## src/rtl/mod_exp_ctrl_if.sv

```systemverilog
// Montgomery multiplier handshake bundle between the exponentiation sequencer and the multiplier.
interface mod_exp_ctrl_if #(
    parameter int unsigned WIDTH = 32,
    parameter int unsigned LEN_W = 8
);
    logic             md_start;
    logic [LEN_W-1:0] mm_len;
    logic [WIDTH-1:0] mm_a;
    logic [WIDTH-1:0] mm_b;
    logic [WIDTH-1:0] mm_mod;
    logic             md_end;
    logic [WIDTH-1:0] mm_out;

    modport master (
        output md_start, mm_len, mm_a, mm_b, mm_mod,
        input  md_end, mm_out
    );

    modport slave (
        input  md_start, mm_len, mm_a, mm_b, mm_mod,
        output md_end, mm_out
    );
endinterface

```

## src/rtl/mod_exp_ctrl.sv

```systemverilog
// Left-to-right square-and-multiply sequencer driving an external Montgomery multiplier.
// Every product runs WAIT_LOW -> ISSUE -> WAIT_END so a stretched md_end is consumed once.
module mod_exp_ctrl #(
    parameter int unsigned WIDTH    = 32,
    parameter int unsigned EXP_BITS = 32,
    parameter int unsigned LEN_W    = 8
) (
    input  logic                clk,
    input  logic                rstn,
    input  logic                start,
    input  logic [LEN_W-1:0]    len,
    input  logic [5:0]          exp_len,
    input  logic [WIDTH-1:0]    base,
    input  logic [EXP_BITS-1:0] exponent,
    input  logic [WIDTH-1:0]    modulus,
    input  logic [WIDTH-1:0]    r2_mod,
    output logic                busy,
    output logic                done,
    output logic [WIDTH-1:0]    result,
    mod_exp_ctrl_if.master      mm
);
    localparam int unsigned IDX_W = (EXP_BITS > 1) ? $clog2(EXP_BITS) : 1;
    localparam logic [WIDTH-1:0] ONE = WIDTH'(1);

    typedef enum logic [2:0] {
        S_IDLE, S_CONV_M, S_CONV_X, S_SQR, S_MUL, S_FINAL, S_DONE
    } state_t;

    typedef enum logic [1:0] {
        P_WAIT_LOW, P_ISSUE, P_WAIT_END
    } phase_t;

    state_t              state_q, state_d;
    phase_t              phase_q, phase_d;
    logic [IDX_W-1:0]    idx_q, idx_d;
    logic [WIDTH-1:0]    x_q, x_d, m_bar_q, m_bar_d;
    logic [WIDTH-1:0]    base_q, base_d, r2_q, r2_d, mod_q, mod_d;
    logic [EXP_BITS-1:0] exp_q, exp_d;
    logic [5:0]          exp_len_q, exp_len_d;
    logic [LEN_W-1:0]    len_q, len_d;
    logic                busy_q, busy_d, done_q, done_d;
    logic [WIDTH-1:0]    result_q, result_d;
    logic                md_start_q, md_start_d;
    logic [WIDTH-1:0]    a_q, a_d, b_q, b_d;
    logic                md_end_q;
    logic                md_rise;

    assign md_rise = mm.md_end & ~md_end_q;

    // State register and registered outputs
    always_ff @(posedge clk or negedge rstn) begin
        if (!rstn) begin
            state_q    <= S_IDLE;
            phase_q    <= P_WAIT_LOW;
            idx_q      <= '0;
            x_q        <= '0;
            m_bar_q    <= '0;
            base_q     <= '0;
            r2_q       <= '0;
            mod_q      <= '0;
            exp_q      <= '0;
            exp_len_q  <= '0;
            len_q      <= '0;
            busy_q     <= 1'b0;
            done_q     <= 1'b0;
            result_q   <= '0;
            md_start_q <= 1'b0;
            a_q        <= '0;
            b_q        <= '0;
            md_end_q   <= 1'b0;
        end else begin
            state_q    <= state_d;
            phase_q    <= phase_d;
            idx_q      <= idx_d;
            x_q        <= x_d;
            m_bar_q    <= m_bar_d;
            base_q     <= base_d;
            r2_q       <= r2_d;
            mod_q      <= mod_d;
            exp_q      <= exp_d;
            exp_len_q  <= exp_len_d;
            len_q      <= len_d;
            busy_q     <= busy_d;
            done_q     <= done_d;
            result_q   <= result_d;
            md_start_q <= md_start_d;
            a_q        <= a_d;
            b_q        <= b_d;
            md_end_q   <= mm.md_end;
        end
    end

    // Next-state, datapath capture and operand selection
    always_comb begin
        state_d    = state_q;
        phase_d    = phase_q;
        idx_d      = idx_q;
        x_d        = x_q;
        m_bar_d    = m_bar_q;
        base_d     = base_q;
        r2_d       = r2_q;
        mod_d      = mod_q;
        exp_d      = exp_q;
        exp_len_d  = exp_len_q;
        len_d      = len_q;
        busy_d     = busy_q;
        done_d     = 1'b0;
        result_d   = result_q;
        md_start_d = 1'b0;
        a_d        = a_q;
        b_d        = b_q;

        case (state_q)
            S_IDLE: begin
                if (start) begin
                    len_d     = len;
                    exp_len_d = exp_len;
                    exp_d     = exponent;
                    mod_d     = modulus;
                    r2_d      = r2_mod;
                    base_d    = base;
                    idx_d     = IDX_W'(exp_len - 6'd1);
                    busy_d    = 1'b1;
                    phase_d   = P_WAIT_LOW;
                    state_d   = S_CONV_M;
                end
            end
            S_DONE: state_d = S_IDLE;
            default: begin
                case (phase_q)
                    P_WAIT_LOW: begin
                        if (!mm.md_end) begin
                            phase_d    = P_ISSUE;
                            md_start_d = 1'b1;
                            case (state_q)
                                S_CONV_M: begin a_d = base_q; b_d = r2_q;    end
                                S_CONV_X: begin a_d = ONE;    b_d = r2_q;    end
                                S_SQR:    begin a_d = x_q;    b_d = x_q;     end
                                S_MUL:    begin a_d = x_q;    b_d = m_bar_q; end
                                default:  begin a_d = x_q;    b_d = ONE;     end
                            endcase
                        end
                    end
                    P_ISSUE: phase_d = P_WAIT_END;
                    default: begin
                        if (md_rise) begin
                            phase_d = P_WAIT_LOW;
                            case (state_q)
                                S_CONV_M: begin
                                    m_bar_d = mm.mm_out;
                                    state_d = S_CONV_X;
                                end
                                S_CONV_X: begin
                                    x_d     = mm.mm_out;
                                    state_d = (exp_len_q == 6'd0) ? S_FINAL : S_SQR;
                                end
                                S_SQR: begin
                                    x_d = mm.mm_out;
                                    if (exp_q[idx_q]) begin
                                        state_d = S_MUL;
                                    end else if (idx_q == '0) begin
                                        state_d = S_FINAL;
                                    end else begin
                                        idx_d   = idx_q - IDX_W'(1);
                                        state_d = S_SQR;
                                    end
                                end
                                S_MUL: begin
                                    x_d = mm.mm_out;
                                    if (idx_q == '0) begin
                                        state_d = S_FINAL;
                                    end else begin
                                        idx_d   = idx_q - IDX_W'(1);
                                        state_d = S_SQR;
                                    end
                                end
                                default: begin
                                    result_d = mm.mm_out;
                                    done_d   = 1'b1;
                                    busy_d   = 1'b0;
                                    state_d  = S_DONE;
                                end
                            endcase
                        end
                    end
                endcase
            end
        endcase
    end

    assign busy        = busy_q;
    assign done        = done_q;
    assign result      = result_q;
    assign mm.md_start = md_start_q;
    assign mm.mm_len   = len_q;
    assign mm.mm_a     = a_q;
    assign mm.mm_b     = b_q;
    assign mm.mm_mod   = mod_q;
endmodule

```

## src/flat_wrapper.sv

```systemverilog
// flat-port wrapper written by rule: the top's interface ports become plain ports
module mod_exp_ctrl_flat 
#(
    parameter int unsigned WIDTH    = 32,
    parameter int unsigned EXP_BITS = 32,
    parameter int unsigned LEN_W    = 8
)
  (clk, rstn, start, len, exp_len, base, exponent, modulus, r2_mod, busy, done, result, mm_md_start, mm_mm_len, mm_mm_a, mm_mm_b, mm_mm_mod, mm_md_end, mm_mm_out);
  mod_exp_ctrl_if #(.WIDTH(WIDTH), .LEN_W(LEN_W)) mm_i ();
  input  logic clk;
  input  logic rstn;
  input  logic start;
  input  logic [LEN_W-1:0] len;
  input  logic [5:0] exp_len;
  input  logic [WIDTH-1:0] base;
  input  logic [EXP_BITS-1:0] exponent;
  input  logic [WIDTH-1:0] modulus;
  input  logic [WIDTH-1:0] r2_mod;
  output logic busy;
  output logic done;
  output logic [WIDTH-1:0] result;
  output wire logic [$bits(mm_i.md_start)-1:0] mm_md_start;
  output wire logic [$bits(mm_i.mm_len)-1:0] mm_mm_len;
  output wire logic [$bits(mm_i.mm_a)-1:0] mm_mm_a;
  output wire logic [$bits(mm_i.mm_b)-1:0] mm_mm_b;
  output wire logic [$bits(mm_i.mm_mod)-1:0] mm_mm_mod;
  input wire logic [$bits(mm_i.md_end)-1:0] mm_md_end;
  input wire logic [$bits(mm_i.mm_out)-1:0] mm_mm_out;
  assign mm_md_start = mm_i.md_start;
  assign mm_mm_len = mm_i.mm_len;
  assign mm_mm_a = mm_i.mm_a;
  assign mm_mm_b = mm_i.mm_b;
  assign mm_mm_mod = mm_i.mm_mod;
  assign mm_i.md_end = mm_md_end;
  assign mm_i.mm_out = mm_mm_out;
  mod_exp_ctrl #(.WIDTH(WIDTH), .EXP_BITS(EXP_BITS), .LEN_W(LEN_W)) u_core (.clk(clk), .rstn(rstn), .start(start), .len(len), .exp_len(exp_len), .base(base), .exponent(exponent), .modulus(modulus), .r2_mod(r2_mod), .busy(busy), .done(done), .result(result), .mm(mm_i));
endmodule
```

## config.mk

```make
export PLATFORM = sky130hd
export DESIGN_NAME = mod_exp_ctrl_flat
export DESIGN_NICKNAME = d
export VERILOG_FILES = /design/src/rtl/mod_exp_ctrl_if.sv /design/src/rtl/mod_exp_ctrl.sv /design/src/flat_wrapper.sv
export SDC_FILE = /design/constraint.sdc
export NUM_CORES = 1
export LEC_CHECK = 0
export CORE_MARGIN = 2
export CORE_UTILIZATION = 40
export DETAILED_ROUTE_END_ITERATION = 7
export HOLD_SLACK_MARGIN = 0.02
export PLACE_DENSITY_LB_ADDON = 0.15
export RECOVER_POWER = 100
export SLEW_MARGIN = 20
export SYNTH_ARGS = -nofsm -noshare
export SYNTH_HDL_FRONTEND = slang
export SYNTH_SLANG_ARGS = --single-unit
```

## constraint.sdc

```tcl
create_clock -name clk -period 4.5 [get_ports clk]
set_input_delay 0.45 -clock clk [delete_from_list [all_inputs] [get_ports clk]]
set_output_delay 0.45 -clock clk [all_outputs]
set_load 0.01 [all_outputs]
```

==> results of run 1 <==
==> power groups by stage <==
stage | logic, uW | registers [uW] | clock network [uW]
floorplan | 2720 | 5050 | 0
global placement | 4750 | 5100 | 0
detailed placement | 4840 | 5130 | 0
CTS | 4860 | 5090 | 3010
global route | 5030 | 5260 | 3120
finish | 4570 | 5050 | 2910
==> metal layers <==
layer / vias to the layer above / wire length (um) / GRT usage (%)
met5: - / 0 / 0
met4: 0 / 862 / 6.24
met3: 54 / 2000 / 4.53
met2: 268 / 17600 / 34.6
met1: 4829 / 15700 / 27.8
li1: 4382 / - / -
==> path summary, 6_finish.rpt <==
| check | endpoint | cells past startpoint | slack (ns) |
|---|---|---|---|
| worst max-delay path | u_core.mm.mm_b[0]$_DFFE_PN0P_ | 7 | 0.77 |
| worst min-delay path | u_core.mm.mm_b[21]$_DFFE_PN0P_ | 2 | 0.47 |
| worst max register to register | u_core.mm.mm_b[0]$_DFFE_PN0P_ | 7 | 0.77 |
| worst min register to register | u_core.mm.mm_b[21]$_DFFE_PN0P_ | 2 | 0.47 |
| max in group asynchronous | u_core.state_q[0]$_DFFE_PN0P_ | 2 | 1.26 |
| min in group asynchronous | u_core.result[7]$_DFFE_PN0P_ | 1 | 0.86 |
==> state kept, by name, indices dropped and copies added (netlist names) <==
| name | cells |
|---|---|
| u_core.r2_q | 32 |
| u_core.mm.md_start | 1 |
| u_core.mm.mm_a | 32 |
| u_core.result | 32 |
| u_core.busy | 1 |
| u_core.exp_len_q | 6 |
| u_core.exp_q | 32 |
| u_core.m_bar_q | 32 |
| u_core.md_end_q | 1 |
| u_core.mm.mm_b | 32 |
| u_core.base_q | 32 |
| u_core.phase_q | 2 |
| u_core.x_q | 32 |
| u_core.mm.mm_len | 8 |
| u_core.done | 1 |
| u_core.mm.mm_mod | 32 |
| u_core.state_q | 3 |
| u_core.idx_q | 5 |
==> logic make-up after synthesis <==
group / Yosys count
buffers and inverters: 84
and+or+nand+nor: 204
muxes: 286
DFF: 316
adders and majority gates: 1
AOI/OAI and AO/OA: 171
==> area by class of cell <==
class | count | area, um2
Fill cell | 2934 | 15100
Sequential cell | 316 | 7910
Multi-Input combinational cell | 662 | 5250
Timing Repair Buffer | 332 | 3280
Clock buffer | 57 | 1120
Tap cell | 448 | 561
Clock inverter | 4 | 56.3
Inverter | 11 | 41.3
Antenna cell | 3 | 7.51
==> through the flow <==
step | worst slack (ns) | total power (uW) | area, um2
after global routing | 0.551 | 13400 | 18200
after CTS | 1.26 | 13000 | 18300
after detailed placement | 1.29 | 9960 | 17100
final | 0.772 | 12500 | 18200
after global placement | 1.36 | 9850 | 17100
after floorplan | 2.32 | 7760 | 13500
==> critical path, cell delays in order (launching register included) <==
cell and delay (ns):
dfrtp_1 0.62, clkbuf_1 0.46, nand2_1 0.16, a21oi_1 0.23, or4_4 0.75, inv_1 0.52, clkbuf_2 0.50, o22a_1 0.32
==> cell usage in the layout (no fill, tap or decap), types with 3 or more instances in the layout <==
| cell type | synthesis | layout |
|---|---|---|
| a221oi_1 | 32 | 33 |
| inv_1 | 8 | 9 |
| nor3_1 | 5 | 5 |
| nor2_1 | 130 | 129 |
| dfrtp_1 | 316 | 315 |
| a21oi_1 | 64 | 63 |
| clkdlybuf4s50_1 | 0 | 175 |
| clkbuf_2 | 0 | 5 |
| a22oi_1 | 10 | 10 |
| buf_4 | 0 | 6 |
| nand3_1 | 3 | 3 |
| mux4_1 | 3 | 3 |
| clkbuf_8 | 0 | 10 |
| mux2i_1 | 30 | 30 |
| dlygate4sd3_1 | 0 | 140 |
| clkbuf_16 | 0 | 38 |
| diode_2 | 0 | 3 |
| clkbuf_1 | 45 | 13 |
| nand2_1 | 45 | 45 |
| mux2_2 | 251 | 251 |
| o21ai_0 | 43 | 43 |
==> impl_metrics.yaml, run 1 <==
critical_path:
  crit_start: "u_core.state_q[1]$_DFFE_PN0P_"
  critPathMaxFanout: 66
  worstPathArrival_ns: 4.13
  startpoint_type: "register"
  cp.required_ns: 4.91
  r2r-start: "u_core.state_q[1]$_DFFE_PN0P_"
  path_class: "register to register"
  end_kind: "register"
timing:
  finalMaxSlewViolations: 291
  finalCritPeriodShare_pct: 82.8
  tns_ns: 0
  finalHoldViolCount: 0
  final-setup-viol-count: 0
  rsz0062_at_grt: "no"
  clock_skew_ns: 0.0164
  hold_ws_ns: 0.470
  period_minus_slack_ns: 3.73
  fmax_mhz: 268
  worst_pin_slew_ns: 2.99
  slew-limit-headroom_pct: -99.5
synth:
  yosysMostFrequentCell: "dfrtp_1"
  synth_top_family_by_area: "multiplexers"
  syn_inst: 1062
  synthAdderAreaFrac_pct: 0.0929
  synth_common_cells: "dfrtp_1, mux2_2, nor2_1"
  ys.flop_type: "dfrtp_1"
  yosys_warnings: 0
  synth_seq_cells: 316
  syn_avg_cell_area_um2: 12.7
  netlist_area_mm2: 0.0135
  synth_simple_gate_area_share_pct: 6.27
  yosys-mux-area-fraction_pct: 24.1
  yosys-top-cells-area: "dfrtp_1, mux2_2, nor2_1"
  ys_seq_area_share_pct: 58.7
  synth_nets: 1241
  synth_top_area_cell: "dfrtp_1"
  yosys.cell_types.count: 55
  synth-compound-area-share_pct: 8.17
  synth_xor_xnor_area_share_pct: 0
  synth-edff-count: 0
  netlist.area_leader.share_pct: 58.7
  async_flop_share_pct: 100
flow_run:
  max_cap_violations: 5
power:
  seq_power_share_pct: 40.3
  switching_power_uw: 4160
  swShare_pct: 33.2
  p_leak_uw: 0.00798
  internal_power_uw: 8380
  p_clk_share_pct: 23.2
  combPwrFrac_pct: 36.5
  powerDensity_mw_per_mm2: 688
  vdd_drop_max_v: 0.000268
global_route:
  grt_pass1_vias: 9983
  grt_antenna_before_repair: 2
  grt_first_pass_wirelength_um: 58200
  grt_remaining_overflow: 0
  grt_max_degree: 115
  grt_use_total_pct: 20.9
die:
  start_util_pct: 40.4
  die_width_um: 188
  core_area_mm2: 0.0334
  dieArea_mm2: 0.0352
  io_pins: 317
  rows: 67
  die_h_um: 188
finish:
  syn_to_final_growth_pct: 35.3
  postLayoutCoreUtil_pct: 54.6
  stdcell_count: 1833
  drive_above_1_share_pct: 24.2
  nNetsFinal: 1538
placed_design:
  dp_hpwl_um: 23600
  port_buffers: 316
  placedCellCount: 1769
  gp_congestion: 0.757
clocking:
  cts_resized: 0
  cts_buffer_depth: 3
  cts_root_buf: "clkbuf_16"
  clkLatencyLatePin_ns: 0.52
  htreeDepth: 2
  cts_tree: "yes"
  cts_buffers: 36
  hold_buffers: 0
  cts_sinks: 316
  post-cts-setup-buffer-count: 0
  cts.clk_slew.worst_paths_ns: 0.06
routing:
  drc: 0
  drt-initial-drc-count: 522
  ant_nets: 0
  drt-vias-per-instance: 5.20
  drt-pass1-iter-count: 5
  wirelength_um: 36200
  wire_per_inst_um: 19.7
  vias: 9533
status:
  violations: "capacitance limit, slew limit"
  outcome: "finished with violations"
min_path:
  min_from: "u_core.mm.mm_b[21]$_DFFE_PN0P_"
  min_path_type: "register to register"
Note: power is estimated with default switching activity, not from simulation.
==> run 2, diff against run 1 <==
==> constraint.sdc (replaced) <==
create_clock -name clk -period 3.1 [get_ports clk]
set_input_delay 0.31 -clock clk [delete_from_list [all_inputs] [get_ports clk]]
set_output_delay 0.31 -clock clk [all_outputs]
set_load 0.01 [all_outputs]
==> impl_metrics.yaml, run 2 (synthesis results as in run 1) <==
die:
  die_width_um: 188
  core_area_mm2: 0.0334
  io_pins: 317
  start_util_pct: 40.4
  rows: 67
  die_h_um: 188
  dieArea_mm2: 0.0352
power:
  total_power_uw: 18400
  vdd_drop_max_v: 0.000443
  seq_power_share_pct: 39.3
  swShare_pct: 33.3
  switching_power_uw: 6140
  internal_power_uw: 12300
  powerDensity_mw_per_mm2: 1000
  p_clk_share_pct: 23.7
  combPwrFrac_pct: 37.0
  p_leak_uw: 0.00807
critical_path:
  startpoint_type: "register"
  slowest_stage: "or3_1"
  cp.required_ns: 3.50
  cp_cell_sequence: "clkbuf_1 > or3_1 > nor2_4 > buf_12 > mux2_2"
  end_kind: "register"
  critPathMaxStageDelay_ns: 0.62
  path_class: "register to register"
  worstPathArrival_ns: 3.16
  critPathMaxFanout: 86
clocking:
  cts_tree: "yes"
  cts_buffers: 38
  cts_sinks: 316
  cts_resized: 0
  post-cts-setup-buffer-count: 0
  cts.clk_slew.worst_paths_ns: 0.06
  cts_buffer_depth: 3
  hold_buffers: 1
  clkLatencyLatePin_ns: 0.53
  htreeDepth: 2
  cts_root_buf: "clkbuf_16"
global_route:
  grt_antenna_before_repair: 2
  grt_use_total_pct: 20.8
  grt_pass1_vias: 9957
  grt_first_pass_wirelength_um: 57700
  grt_max_degree: 93
  grt_remaining_overflow: 0
status:
  outcome: "finished with violations"
  violations: "capacitance limit, slew limit"
routing:
  vias: 9563
  drt-initial-drc-count: 458
  wirelength_um: 36500
  drt-vias-per-instance: 5.18
  ant_nets: 0
  wire_per_inst_um: 19.8
  drt-pass1-iter-count: 5
  drc: 0
timing:
  period_minus_slack_ns: 2.76
  finalCritPeriodShare_pct: 89.1
  clock_skew_ns: 0.0195
  finalMaxSlewViolations: 72
  rsz0062_at_grt: "no"
  tns_ns: 0
  slew-limit-headroom_pct: -31.0
  hold_ws_ns: 0.393
  fmax_mhz: 362
  finalHoldViolCount: 0
  worst_pin_slew_ns: 1.96
  fin_ws_ns: 0.339
  final-setup-viol-count: 0
finish:
  syn_to_final_growth_pct: 36.6
  nNetsFinal: 1549
  final_common_cell: "dfrtp_1"
  drive_above_1_share_pct: 25.6
  stdcell_count: 1847
  layout_common_cells: "dfrtp_1, mux2_2, clkdlybuf4s50_1, dlygate4sd3_1, nor2_1"
placed_design:
  placedCellCount: 1777
  port_buffers: 316
  dpl_worst_slack_ns: 0.563
  gp_congestion: 0.766
  dp_hpwl_um: 23800
min_path:
  min_path_type: "input port to register"
flow_run:
  max_cap_violations: 1
## run 2: cell count changes in the layout (fill, tap and decap cells not counted), sizes merged
cell         change
buf             +10
clkinv           +4
clkbuf           -3
inv              +3
diode            -1
dlygate4sd3      +1
## run 2: metal layers
layer / vias to the layer above / GRT usage (%) / routed length (um)
met5: - / 0 / 0
met4: 0 / 5.21 / 715
met3: 49 / 5.09 / 2050
met2: 209 / 35.2 / 18000
met1: 4887 / 27.0 / 15800
li1: 4418 / - / -
## run 2: critical path: cells and delay by family, from the launching register on
family | cells | cell delay, ns
buffers and inverters | 2 | 0.83
DFF | 1 | 0.45
muxes | 1 | 0.39
and+or+nand+nor | 2 | 0.89
## run 2: final timing paths
path	slack [ns]	to	depth (start not counted)	startpoint
setup / recovery	0.34	u_core.r2_q[17]$_DFFE_PN0P_	5	u_core.state_q[1]$_DFFE_PN0P_
hold / removal	0.39	u_core.mm.mm_mod[14]$_DFFE_PN0P_	2	modulus[14]
setup reg to reg	0.34	u_core.r2_q[17]$_DFFE_PN0P_	5	u_core.state_q[1]$_DFFE_PN0P_
hold reg to reg	0.47	u_core.mm.mm_b[19]$_DFFE_PN0P_	2	u_core.mm.mm_b[19]$_DFFE_PN0P_
max in group asynchronous	0.64	u_core.result[12]$_DFFE_PN0P_	3	rstn
min in group asynchronous	0.85	u_core.result[8]$_DFFE_PN0P_	2	rstn
## run 2: power by group through the flow
| stage | sequential (uW) | clock (uW) | combinational, uW |
|---|---|---|---|
| 2_1_floorplan | 7320 | 0 | 3950 |
| 5_1_grt | 7520 | 4670 | 7470 |
| 6_report | 7240 | 4360 | 6810 |
| 4_1_cts | 7290 | 4480 | 7230 |
| 3_3_place_gp | 7280 | 0 | 7070 |
| 3_5_place_dp | 7350 | 0 | 7200 |
## run 2: final cells by class
type                    count  area [um2]
multi-input cells         662        5280
inverters                  11        41.3
diodes                      2        5.00
clock buffers              56        1130
clock inverters            11         106
repair buffers            341        3380
flip-flops and latches    316        7910
fillers                  2944       15000
well taps                 448         561
## run 2: stage by stage
step | instance area [um2] | utilization (%)
after floorplan | 13500 | -
final | 18400 | 55.2
after global placement | 17200 | 51.6
after detailed placement | 17200 | 51.6
after global routing | 18400 | 55.1
after CTS | 18500 | 55.4
==> run 3, diff against run 2 <==
--- a/config.mk
+++ b/config.mk
@@ -6,9 +6,10 @@
 export NUM_CORES = 1
 export LEC_CHECK = 0
 export CORE_MARGIN = 2
-export CORE_UTILIZATION = 40
+export CORE_UTILIZATION = 45
 export DETAILED_ROUTE_END_ITERATION = 7
-export HOLD_SLACK_MARGIN = 0.02
+export HOLD_SLACK_MARGIN = 0.06
+export MAX_ROUTING_LAYER = met4
 export PLACE_DENSITY_LB_ADDON = 0.15
 export RECOVER_POWER = 100
 export SLEW_MARGIN = 20
==> impl_metrics.yaml, run 3 (synthesis results as in run 1) <==
status:
  outcome: "finished with violations"
  violations: "capacitance limit, slew limit"
power:
  vdd_drop_max_v: 0.000536
  powerDensity_mw_per_mm2: 1000
  p_leak_uw: 0.00804
critical_path:
  crit_buf_inv: 2
  slowest_stage: "dfrtp_1"
  cp_cell_sequence: "clkbuf_1 > nand2_1 > a21oi_2 > buf_12 > mux2_2"
  path_class: "register to register"
  end_kind: "register"
  cp.required_ns: 3.49
  worstPathArrival_ns: 3.17
  critPathMaxStageDelay_ns: 0.60
  crit_family: "buffers and inverters"
  critPathMaxFanout: 26
  startpoint_type: "register"
timing:
  clock_skew_ns: 0.0206
  fmax_mhz: 360
  rsz0062_at_grt: "no"
  finalCritPeriodShare_pct: 89.7
  period_minus_slack_ns: 2.78
  tns_ns: 0
  slew-limit-headroom_pct: -1.43
  worst_pin_slew_ns: 1.52
  final-setup-viol-count: 0
  finalMaxSlewViolations: 29
  finalHoldViolCount: 0
die:
  rows: 63
  io_pins: 317
  die_width_um: 177
  dieArea_mm2: 0.0313
  die_h_um: 177
  core_area_mm2: 0.0296
  start_util_pct: 45.6
global_route:
  grt_max_degree: 91
  grt_use_total_pct: 24.0
  grt_pass1_vias: 10140
  grt_antenna_before_repair: 3
  grt_remaining_overflow: 0
  grt_first_pass_wirelength_um: 56900
placed_design:
  port_buffers: 316
  placedCellCount: 1720
  dp_hpwl_um: 23900
  gp_congestion: 0.781
clocking:
  cts_tree: "yes"
  htreeDepth: 2
  cts_buffer_depth: 3
  cts_root_buf: "clkbuf_16"
  cts.clk_slew.worst_paths_ns: 0.06
  cts_sinks: 316
  cts_buffers: 37
  clkLatencyLatePin_ns: 0.51
  cts_resized: 0
routing:
  drt-initial-drc-count: 478
  wirelength_um: 36200
  ant_nets: 0
  drt-pass1-iter-count: 5
  drt-vias-per-instance: 5.40
  dr_wl_met2_um: 17800
  route.met3.wl_um: 1980
  drt-met1-wl_um: 15700
  vias: 9643
  highest_layer: "met4"
  wire_per_inst_um: 20.3
  drc: 0
finish:
  layout_common_cells: "dfrtp_1, mux2_2, clkdlybuf4s50_1, dlygate4sd3_1, nor2_1"
  seqCellArea_mm2: 0.00791
  drive_above_1_share_pct: 25.3
  fill_cells: 2429
  stdcell_count: 1787
  final_common_cell: "dfrtp_1"
  syn_to_final_growth_pct: 35.6
  nNetsFinal: 1550
  multiInputGateArea_mm2: 0.00524
min_path:
  min_path_type: "input port to async pin"
flow_run:
  max_cap_violations: 1
run 3: repair_timing:
item,4_1_cts,5_1_grt
buffers inserted,0,0
endpoints found under the hold margin,81,0
hold buffers,1,0
run 3: cell type report:
type / instances / area share (%)
Sequential cell: 316 / 43.3
Multi-Input combinational cell: 662 / 28.7
Timing Repair Buffer: 343 / 18.6
Clock buffer: 56 / 6.12
Tap cell: 390 / 2.67
Clock inverter: 6 / 0.411
Inverter: 11 / 0.226
Antenna cell: 3 / 0.0411
run 3: metal layers:
layer  GRT usage [%]  vias to the layer above
li1                -                     4407
met1            31.5                     4896
met2            39.2                      290
met3            3.95                       50
met4            5.79                        0
met5               -                        -
run 3: worst paths after layout:
path | from | endpoint | slack [ns] | cells past startpoint
setup / recovery | u_core.state_q[1]$_DFFE_PN0P_ | u_core.x_q[3]$_DFFE_PN0P_ | 0.32 | 5
hold / removal | rstn | u_core.mm.mm_mod[10]$_DFFE_PN0P_ | 0.41 | 2
setup reg to reg | u_core.state_q[1]$_DFFE_PN0P_ | u_core.x_q[3]$_DFFE_PN0P_ | 0.32 | 5
hold reg to reg | u_core.mm.mm_b[12]$_DFFE_PN0P_ | u_core.mm.mm_b[12]$_DFFE_PN0P_ | 0.48 | 2
max in group asynchronous | rstn | u_core.result[10]$_DFFE_PN0P_ | 0.82 | 3
min in group clk | base[20] | u_core.base_q[20]$_DFFE_PN0P_ | 0.41 | 2
run 3: worst reg2reg max path, stage by stage, from the launching register on:
cell      delay, ns
dfrtp_1        0.60
clkbuf_1       0.56
nand2_1        0.22
a21oi_2        0.60
buf_12         0.31
mux2_2         0.38
run 3: stage by stage:
step / instance area, um2 / power (uW) / hold slack, ns / util, % / worst slack [ns]
after detailed placement: 17200 / 14500 / 0.382 / 58.1 / 0.517
after CTS: 18400 / 18900 / 0.306 / 62.1 / 0.513
final: 18300 / 18300 / 0.408 / 61.8 / 0.319
after global placement: 17200 / 14300 / 0.382 / 58.1 / 0.580
after floorplan: 13500 / 11300 / 0.0144 / - / 0.920
after global routing: 18300 / 19500 / 0.400 / 61.8 / 0.151
run 3: where the power goes:
group	switching [uW]	leakage [uW]	internal [uW]
sequential	1230	0.00388	6060
combinational	3170	0.00358	3590
clock	1670	0.000579	2570
